`config.mk`:
```
export PLATFORM = sky130hd
export DESIGN_NAME = bin2bcd_seq
export DESIGN_NICKNAME = d
export VERILOG_FILES = /design/src/rtl/bin2bcd_seq.sv
export SDC_FILE = /design/constraint.sdc
export NUM_CORES = 1
export LEC_CHECK = 0
export ABC_CLOCK_PERIOD_IN_PS = 1800
export BUFFER_PORTS_ARGS = -buffer_cell sky130_fd_sc_hd__clkbuf_2
export CELL_PAD_IN_SITES_DETAIL_PLACEMENT = 1
export CELL_PAD_IN_SITES_GLOBAL_PLACEMENT = 1
export CORE_MARGIN = 8
export CORE_UTILIZATION = 45
export CTS_BUF_LIST = sky130_fd_sc_hd__clkbuf_2
export CTS_CLUSTER_SIZE = 14
export DETAILED_ROUTE_END_ITERATION = 10
export PLACE_DENSITY_LB_ADDON = 0.12
export SYNTH_ARGS = -nofsm -noshare
export SYNTH_HDL_FRONTEND = slang
export SYNTH_SLANG_ARGS = --single-unit
```
`constraint.sdc`:
```
create_clock -name clk -period 1.8 [get_ports clk]
set_input_delay 0.36 -clock clk [delete_from_list [all_inputs] [get_ports clk]]
set_output_delay 0.36 -clock clk [all_outputs]
set_load 0.01 [all_outputs]
```
`src/rtl/bin2bcd_seq.sv`:
```
// Sequential binary-to-BCD converter (shift-and-add-3), one input bit per clock.
// Latency: WIDTH+1 edges from the accepted start to the done pulse (17 for WIDTH=16).
// Backpressure: none; start is only sampled in IDLE and ignored while busy, with no queueing.
//
// Ports:
//   clk    system clock, rising edge
//   rst    synchronous active-high reset
//   start  request a conversion (sampled only when idle)
//   bin    binary operand, captured on the edge that accepts start
//   busy   high while a conversion is in progress
//   done   one-cycle pulse when bcd (and sign) update
//   bcd    packed BCD result, digit 0 (units) in bits [3:0], held until next completion
//   sign   result sign, present only when BIN2BCD_SIGNED_EN is defined
//
// Optional feature: define BIN2BCD_SIGNED_EN to treat bin as two's complement;
// the magnitude is converted and the sign is reported on the sign port.
module bin2bcd_seq #(
  parameter int WIDTH  = 16,
  parameter int DIGITS = 5
) (
  input  logic                  clk,
  input  logic                  rst,
  input  logic                  start,
  input  logic [WIDTH-1:0]      bin,
  output logic                  busy,
  output logic                  done,
  output logic [4*DIGITS-1:0]   bcd
`ifdef BIN2BCD_SIGNED_EN
  ,
  output logic                  sign
`endif
);

  localparam int CW = $clog2(WIDTH + 1);
  localparam int SW = 4 * DIGITS;

  typedef enum logic {
    IDLE  = 1'b0,
    SHIFT = 1'b1
  } state_t;

  state_t           state;
  logic [WIDTH-1:0] bin_r;
  logic [SW-1:0]    scratch;
  logic [CW-1:0]    cnt;

  logic [SW-1:0]       corrected;
  logic [SW+WIDTH-1:0] shifted;
  logic [WIDTH-1:0]    operand;

`ifdef BIN2BCD_SIGNED_EN
  logic sign_r;

  // Negating the most negative value wraps back to 2^(WIDTH-1), which is
  // exactly the magnitude we want when read as unsigned.
  assign operand = bin[WIDTH-1] ? (~bin + WIDTH'(1)) : bin;
`else
  assign operand = bin;
`endif

  // Every digit is corrected from the pre-shift value; a digit of 5..9 becomes
  // 8..12 so that the following shift carries into the next digit correctly.
  always_comb begin
    corrected = scratch;
    for (int i = 0; i < DIGITS; i++) begin
      if (scratch[4*i +: 4] >= 4'd5) begin
        corrected[4*i +: 4] = scratch[4*i +: 4] + 4'd3;
      end
    end
  end

  // The MSB of bin_r moves into scratch bit 0 as the pair shifts left.
  assign shifted = {corrected, bin_r} << 1;

  always_ff @(posedge clk) begin
    if (rst) begin
      state   <= IDLE;
      busy    <= 1'b0;
      done    <= 1'b0;
      bcd     <= '0;
      bin_r   <= '0;
      scratch <= '0;
      cnt     <= '0;
`ifdef BIN2BCD_SIGNED_EN
      sign_r  <= 1'b0;
      sign    <= 1'b0;
`endif
    end else begin
      done <= 1'b0;
      case (state)
        IDLE: begin
          if (start) begin
            bin_r   <= operand;
            scratch <= '0;
            cnt     <= CW'(WIDTH);
            busy    <= 1'b1;
            state   <= SHIFT;
`ifdef BIN2BCD_SIGNED_EN
            sign_r  <= bin[WIDTH-1];
`endif
          end
        end
        SHIFT: begin
          scratch <= shifted[SW+WIDTH-1:WIDTH];
          bin_r   <= shifted[WIDTH-1:0];
          cnt     <= cnt - CW'(1);
          // Last bit: publish the freshly shifted scratch, not the stale register.
          if (cnt == CW'(1)) begin
            bcd   <= shifted[SW+WIDTH-1:WIDTH];
            done  <= 1'b1;
            busy  <= 1'b0;
            state <= IDLE;
`ifdef BIN2BCD_SIGNED_EN
            sign  <= sign_r;
`endif
          end
        end
        default: state <= IDLE;
      endcase
    end
  end

endmodule
```
# After elaboration in Yosys (flattened, before gate mapping)
# Cells that the tools add are included.
# W data, S select, Z words.
dict set report word_totals {
  register_bits 64
  latchBits 0
  ramBits 0
  mem_bits_ro 0
  input_bits 19
  out_inout_bits 22
  word_cells 43
  mem_count 0
}
dict set report classes {
  addsub 6
  mul 0
  div 0
  order_cmp 5
  eq_ne 3
  shifts 0
  mux 18
  n_bitwise 1
  reduce_logical 3
}
# cell n
set op_table {}
lappend op_table {{$pmux W20 S2} 1}
lappend op_table {{$pmux W16 S2} 1}
lappend op_table {{$ge A4 B3 Y1 const B} 5}
lappend op_table {{$mux W20} 1}
lappend op_table {{$add A4 B2 Y4 const B} 4}
lappend op_table {{$mux W16} 1}
lappend op_table {{$mux W4} 4}
lappend op_table {{$pmux W5 S2} 1}
lappend op_table {{$eq A5 B1 Y1 const B} 1}
lappend op_table {{$mux W1} 5}
lappend op_table {{$mux W5} 1}
lappend op_table {{$sub A5 B1 Y5 const B} 1}
lappend op_table {{$pmux W1 S2} 2}
lappend op_table {{$reduce_and A2 Y1} 2}
lappend op_table {{$add A3 B2 Y3 const B} 1}
lappend op_table {{$mux W3} 1}
lappend op_table {{$ne A2 B1 Y1 const B} 1}
lappend op_table {{$ne A2 B2 Y1 const B} 1}
lappend op_table {{$reduce_or A2 Y1} 1}
lappend op_table {{$not A1 Y1} 1}

# Depth between registers and ports, before layout
dict set report logic_depth {
  word_depth 3
  ltp_mapped 7
  depth_no_buf 6
}

# Worst setup path before layout
# Ideal clock, no wire load.
dict set report synth_timing {
  kind {reg2reg}
  startpoint {register cnt[0]}
  endpoint {register bcd[0]}
  setup_ps 117
  t_arrival_ps 1244
  t_required_ps 1683
  slack_ps 439
  path_stages_with_launch 6
  path_buffers 1
  path_cell_list {dfxtp_1 > ha_1 > nor4b_4 > a21oi_1 > buf_2 > a22o_1}
}
dict set report synth_between {
  elab_chain_cells 2
}
# item line_no
set synth_rtl {}
lappend synth_rtl {{start, declared} 45} ;# logic [CW-1:0] cnt;
lappend synth_rtl {{start signal, assigned} 95} ;# cnt <= CW'(WIDTH);
lappend synth_rtl {{start signal, assigned} 106} ;# cnt <= cnt - CW'(1);
lappend synth_rtl {{$eq A5 B1 Y1} 108} ;# if (cnt == CW'(1)) begin
lappend synth_rtl {{$reduce_and A2 Y1 (no source line)} -}
lappend synth_rtl {{end signal, assigned} 109} ;# bcd <= shifted[SW+WIDTH-1:WIDTH];
lappend synth_rtl {{end, declared} 27} ;# output logic [4*DIGITS-1:0] bcd
# Every way passes these cells.
# A chain may end at the register's enable or synchronous reset.

# Worst setup path in the final report
dict set report layout_timing {
  startpoint {register scratch[0]}
  endpoint {register scratch[2]}
}
dict set report layout_between {
  elab_chain_cells 3
}
# item line_no
set layout_rtl {}
lappend layout_rtl {{start, declared} 44} ;# logic [SW-1:0] scratch;
lappend layout_rtl {{start signal, assigned} 104} ;# scratch <= shifted[SW+WIDTH-1:WIDTH];
lappend layout_rtl {{$add A4 B2 Y4 or $ge A4 B3 Y1 (tied branches)} {67, 66}}
lappend layout_rtl {{$mux W4 *} 66} ;# if (scratch[4*i +: 4] >= 4'd5) begin
lappend layout_rtl {{$pmux W20 S2 *} 90} ;# case (state)
# Mark *: on every way between the ends. The rest lies on a longest branch, timed or not.

==> flow_metrics.py <==
metrics = {
    "cts": {
        "root_buffer": "clkbuf_2",
        "cts-hold-fix-buffers": 0,
        "clk_path_buf_depth": 2,
        "cts_buffers": 9,
        "cts_resized": 0,
        "cts.sinks": 64,
        "post_cts_buffers": 0,
        "htreeDepth": 3,
        "clk_pin_slew_ns": 0.19,
        "cts_tree": "built",
        "clkLatencyLatePin_ns": 0.50,
    },
    "grt": {
        "grt_pass1_vias": 2458,
        "grt_remaining_overflow": 0,
        "antenna_found_initial": 0,
        "grt_first_pass_wirelength_um": 11600,
        "grtUsageTotal": 0.163,
        "grt_max_degree": 23,
    },
    "power_and_ir_drop": {
        "p_total_uw": 2470,
        "power_per_cell_area_nw_per_um2": 772,
        "ir_worst_vdd_v": 0.000575,
        "p_leak_uw": 0.00135,
    },
    "finish": {
        "final_nets": 385,
        "synthToLayoutAreaGrowth_pct": 14.0,
        "n_antenna_cell": 0,
        "drive_above_1_share": 0.198,
        "stdcell_area_um2": 3200,
    },
    "floorplan": {
        "fp.dieH_um": 95.0,
        "core_um2": 5990,
        "die_w_um": 95.0,
        "io-pin-count": 41,
        "rows": 28,
        "die-area_um2": 9020,
        "initial_core_util": 0.469,
    },
    "yosys": {
        "synth_nets": 339,
        "synth_warnings": 0,
        "synth_cell_types": 29,
        "ys.flop_type": "dfxtp_1",
        "async_flop_share": 0,
        "syn-cell-area_um2": 2810,
        "synth-adder-area-share": 0.0535,
        "syn_avg_cell_area_um2": 9.12,
        "seq_area_frac_synth": 0.456,
        "synth_enable_flop_cells": 0,
        "synth_compound_area_frac": 0.190,
        "synthSimpleGateAreaFrac": 0.157,
        "synth_cells": 308,
        "synth_mux_area_frac": 0.0784,
        "synthXorXnorAreaFrac": 0.0187,
        "ys_ff_latch": 64,
        "synth_top_family_by_area": "compound AO/OA/AOI/OAI gates",
    },
    "routing": {
        "route.detailed.drc": 0,
        "vias": 2344,
        "dr.pass1.iters": 4,
        "wire_per_inst_um": 15.8,
        "ant_nets": 0,
        "vias_per_cell": 5.40,
        "drt_iter0_drc": 61,
        "wl_um": 6840,
    },
    "critical_path": {
        "path_class": "reg2reg",
        "critPathRequiredTime_ns": 2.23,
        "critPathLaunchType": "flop",
        "cp_max_fo": 5,
        "reg2regPathDepth": 6,
        "crit_arrival_ns": 2.05,
        "end_kind": "flop",
    },
    "timing": {
        "finalSetupTns_ns": 0,
        "slew_violations": 0,
        "hold_violations": 0,
        "rsz0062_at_grt": "false",
        "period_minus_slack_ns": 1.62,
        "relSlewSlack": 0.809,
        "skew_ns": 0.0331,
        "tightestPinTransition_ns": 0.279,
        "whs_ns": 0.151,
        "max_freq_mhz": 618,
        "finalSetupViolCount": 0,
        "finalCritPeriodShare": 0.899,
    },
    "outcome": {
        "outcome": "completed",
    },
    "placement": {
        "place.gp.congestion": 0.770,
        "hpwlAfterDp_um": 4950,
        "portBuffers": 40,
        "placed_cell_area_um2": 3110,
    },
    "job": {
        "maxCapViolations": 0,
    },
    "min_path": {
        "hold_depth": 3,
        "hold_path.class": "in2reg",
    },
}
[metrics by stage]
step                setup WS [ns]  std cells   util
global route               0.0367        434  0.534
floorplan                   0.439        308      -
detailed placement          0.215        418  0.519
CTS                         0.169        434  0.534
global placement            0.309        418  0.519
finish                      0.182        434  0.534
[path summary, 6_finish.rpt]
path | startpoint | endpoint | slack, ns
min | bin[0] | bin_r[0] | 0.15
min reg2reg | bcd[19] | bcd[19] | 0.46
max | scratch[0] | scratch[2] | 0.18
max reg2reg | scratch[0] | scratch[2] | 0.18
[worst max-delay path: stages, from the launching register on]
cell and delay [ns]:
dfxtp_1 0.38, inv_1 0.08, ha_1 0.24, nand2b_1 0.09, a21oi_1 0.26, mux2i_1 0.34
a22o_1 0.18
[cell type report]
cell class	instances	area, um^2
Inverter	14	52.6
Tap cell	75	93.8
Multi-Input combinational cell	214	1400
Timing Repair Buffer	51	283
Clock inverter	7	47.5
Clock buffer	9	45.0
Fill cell	738	2790
Sequential cell	64	1280
[metal layers]
layer  wire [um]  track usage
met2        3250        0.270
met4         109       0.0793
met1        3180        0.196
met5           0            0
met3         300       0.0357
[registers in the layout, summed over array words and instances (netlist names)]
signal   flops
state        1
done         1
bin_r       16
busy         1
cnt          5
scratch     20
bcd         20
[placed cells by master, fill, tap and decap left out]
cell,n
dfxtp_2,1
clkbuf_2,49
a22o_1,21
a41oi_1,1
a21oi_1,39
nand2b_1,7
nor3_1,4
nand2_1,14
mux2i_1,22
a211oi_1,1
clkinv_1,1
o21ai_1,16
nor2_2,1
ha_1,12
inv_1,13
clkinv_2,2
clkinvlp_4,1
o31a_1,1
nand3_1,5
nor3b_1,14
buf_4,11
nand2_2,1
nor2_1,35
clkinv_4,2
o21ai_0,7
dfxtp_1,63
xnor2_1,6
nor4b_4,1
inv_6,1
inv_2,1
nand3b_1,1
o21a_1,2
nor2b_1,3
[cells in the mapped netlist, types with 4 or more instances]
master / number / area, um^2
ha_1: 12 / 150
nor3_1: 4 / 20.0
o21ai_0: 7 / 35.0
a21oi_1: 39 / 195
nor3b_1: 14 / 105
buf_2: 10 / 50.1
o21ai_1: 16 / 80.1
mux2i_1: 22 / 220
nand2_1: 14 / 52.6
a22o_1: 21 / 184
dfxtp_1: 64 / 1280
inv_1: 13 / 48.8
nand2b_1: 7 / 43.8
xnor2_1: 6 / 52.6
nand3_1: 5 / 25.0
nor2_1: 35 / 131
[where the power goes]
part           total [uW]  switching, uW  internal (uW)  leakage [uW]
registers            1490           36.3           1460      0.000520
clock network         740            558            182     0.0000597
logic                 240            137            103      0.000771
total                2470            732           1740       0.00135
[kinds of logic (layout without fill, tap and decap cells)]
| group | Yosys count | in the layout |
|---|---|---|
| muxes | 22 | 22 |
| adders and majority gates | 12 | 12 |
| AOI/OAI and AO/OA | 88 | 88 |
| buffers and inverters | 30 | 81 |
| DFF | 64 | 64 |
| xor gates and xnor gates | 6 | 6 |
| and+or+nand+nor | 86 | 86 |
Power figures use the tool's default switching activity.
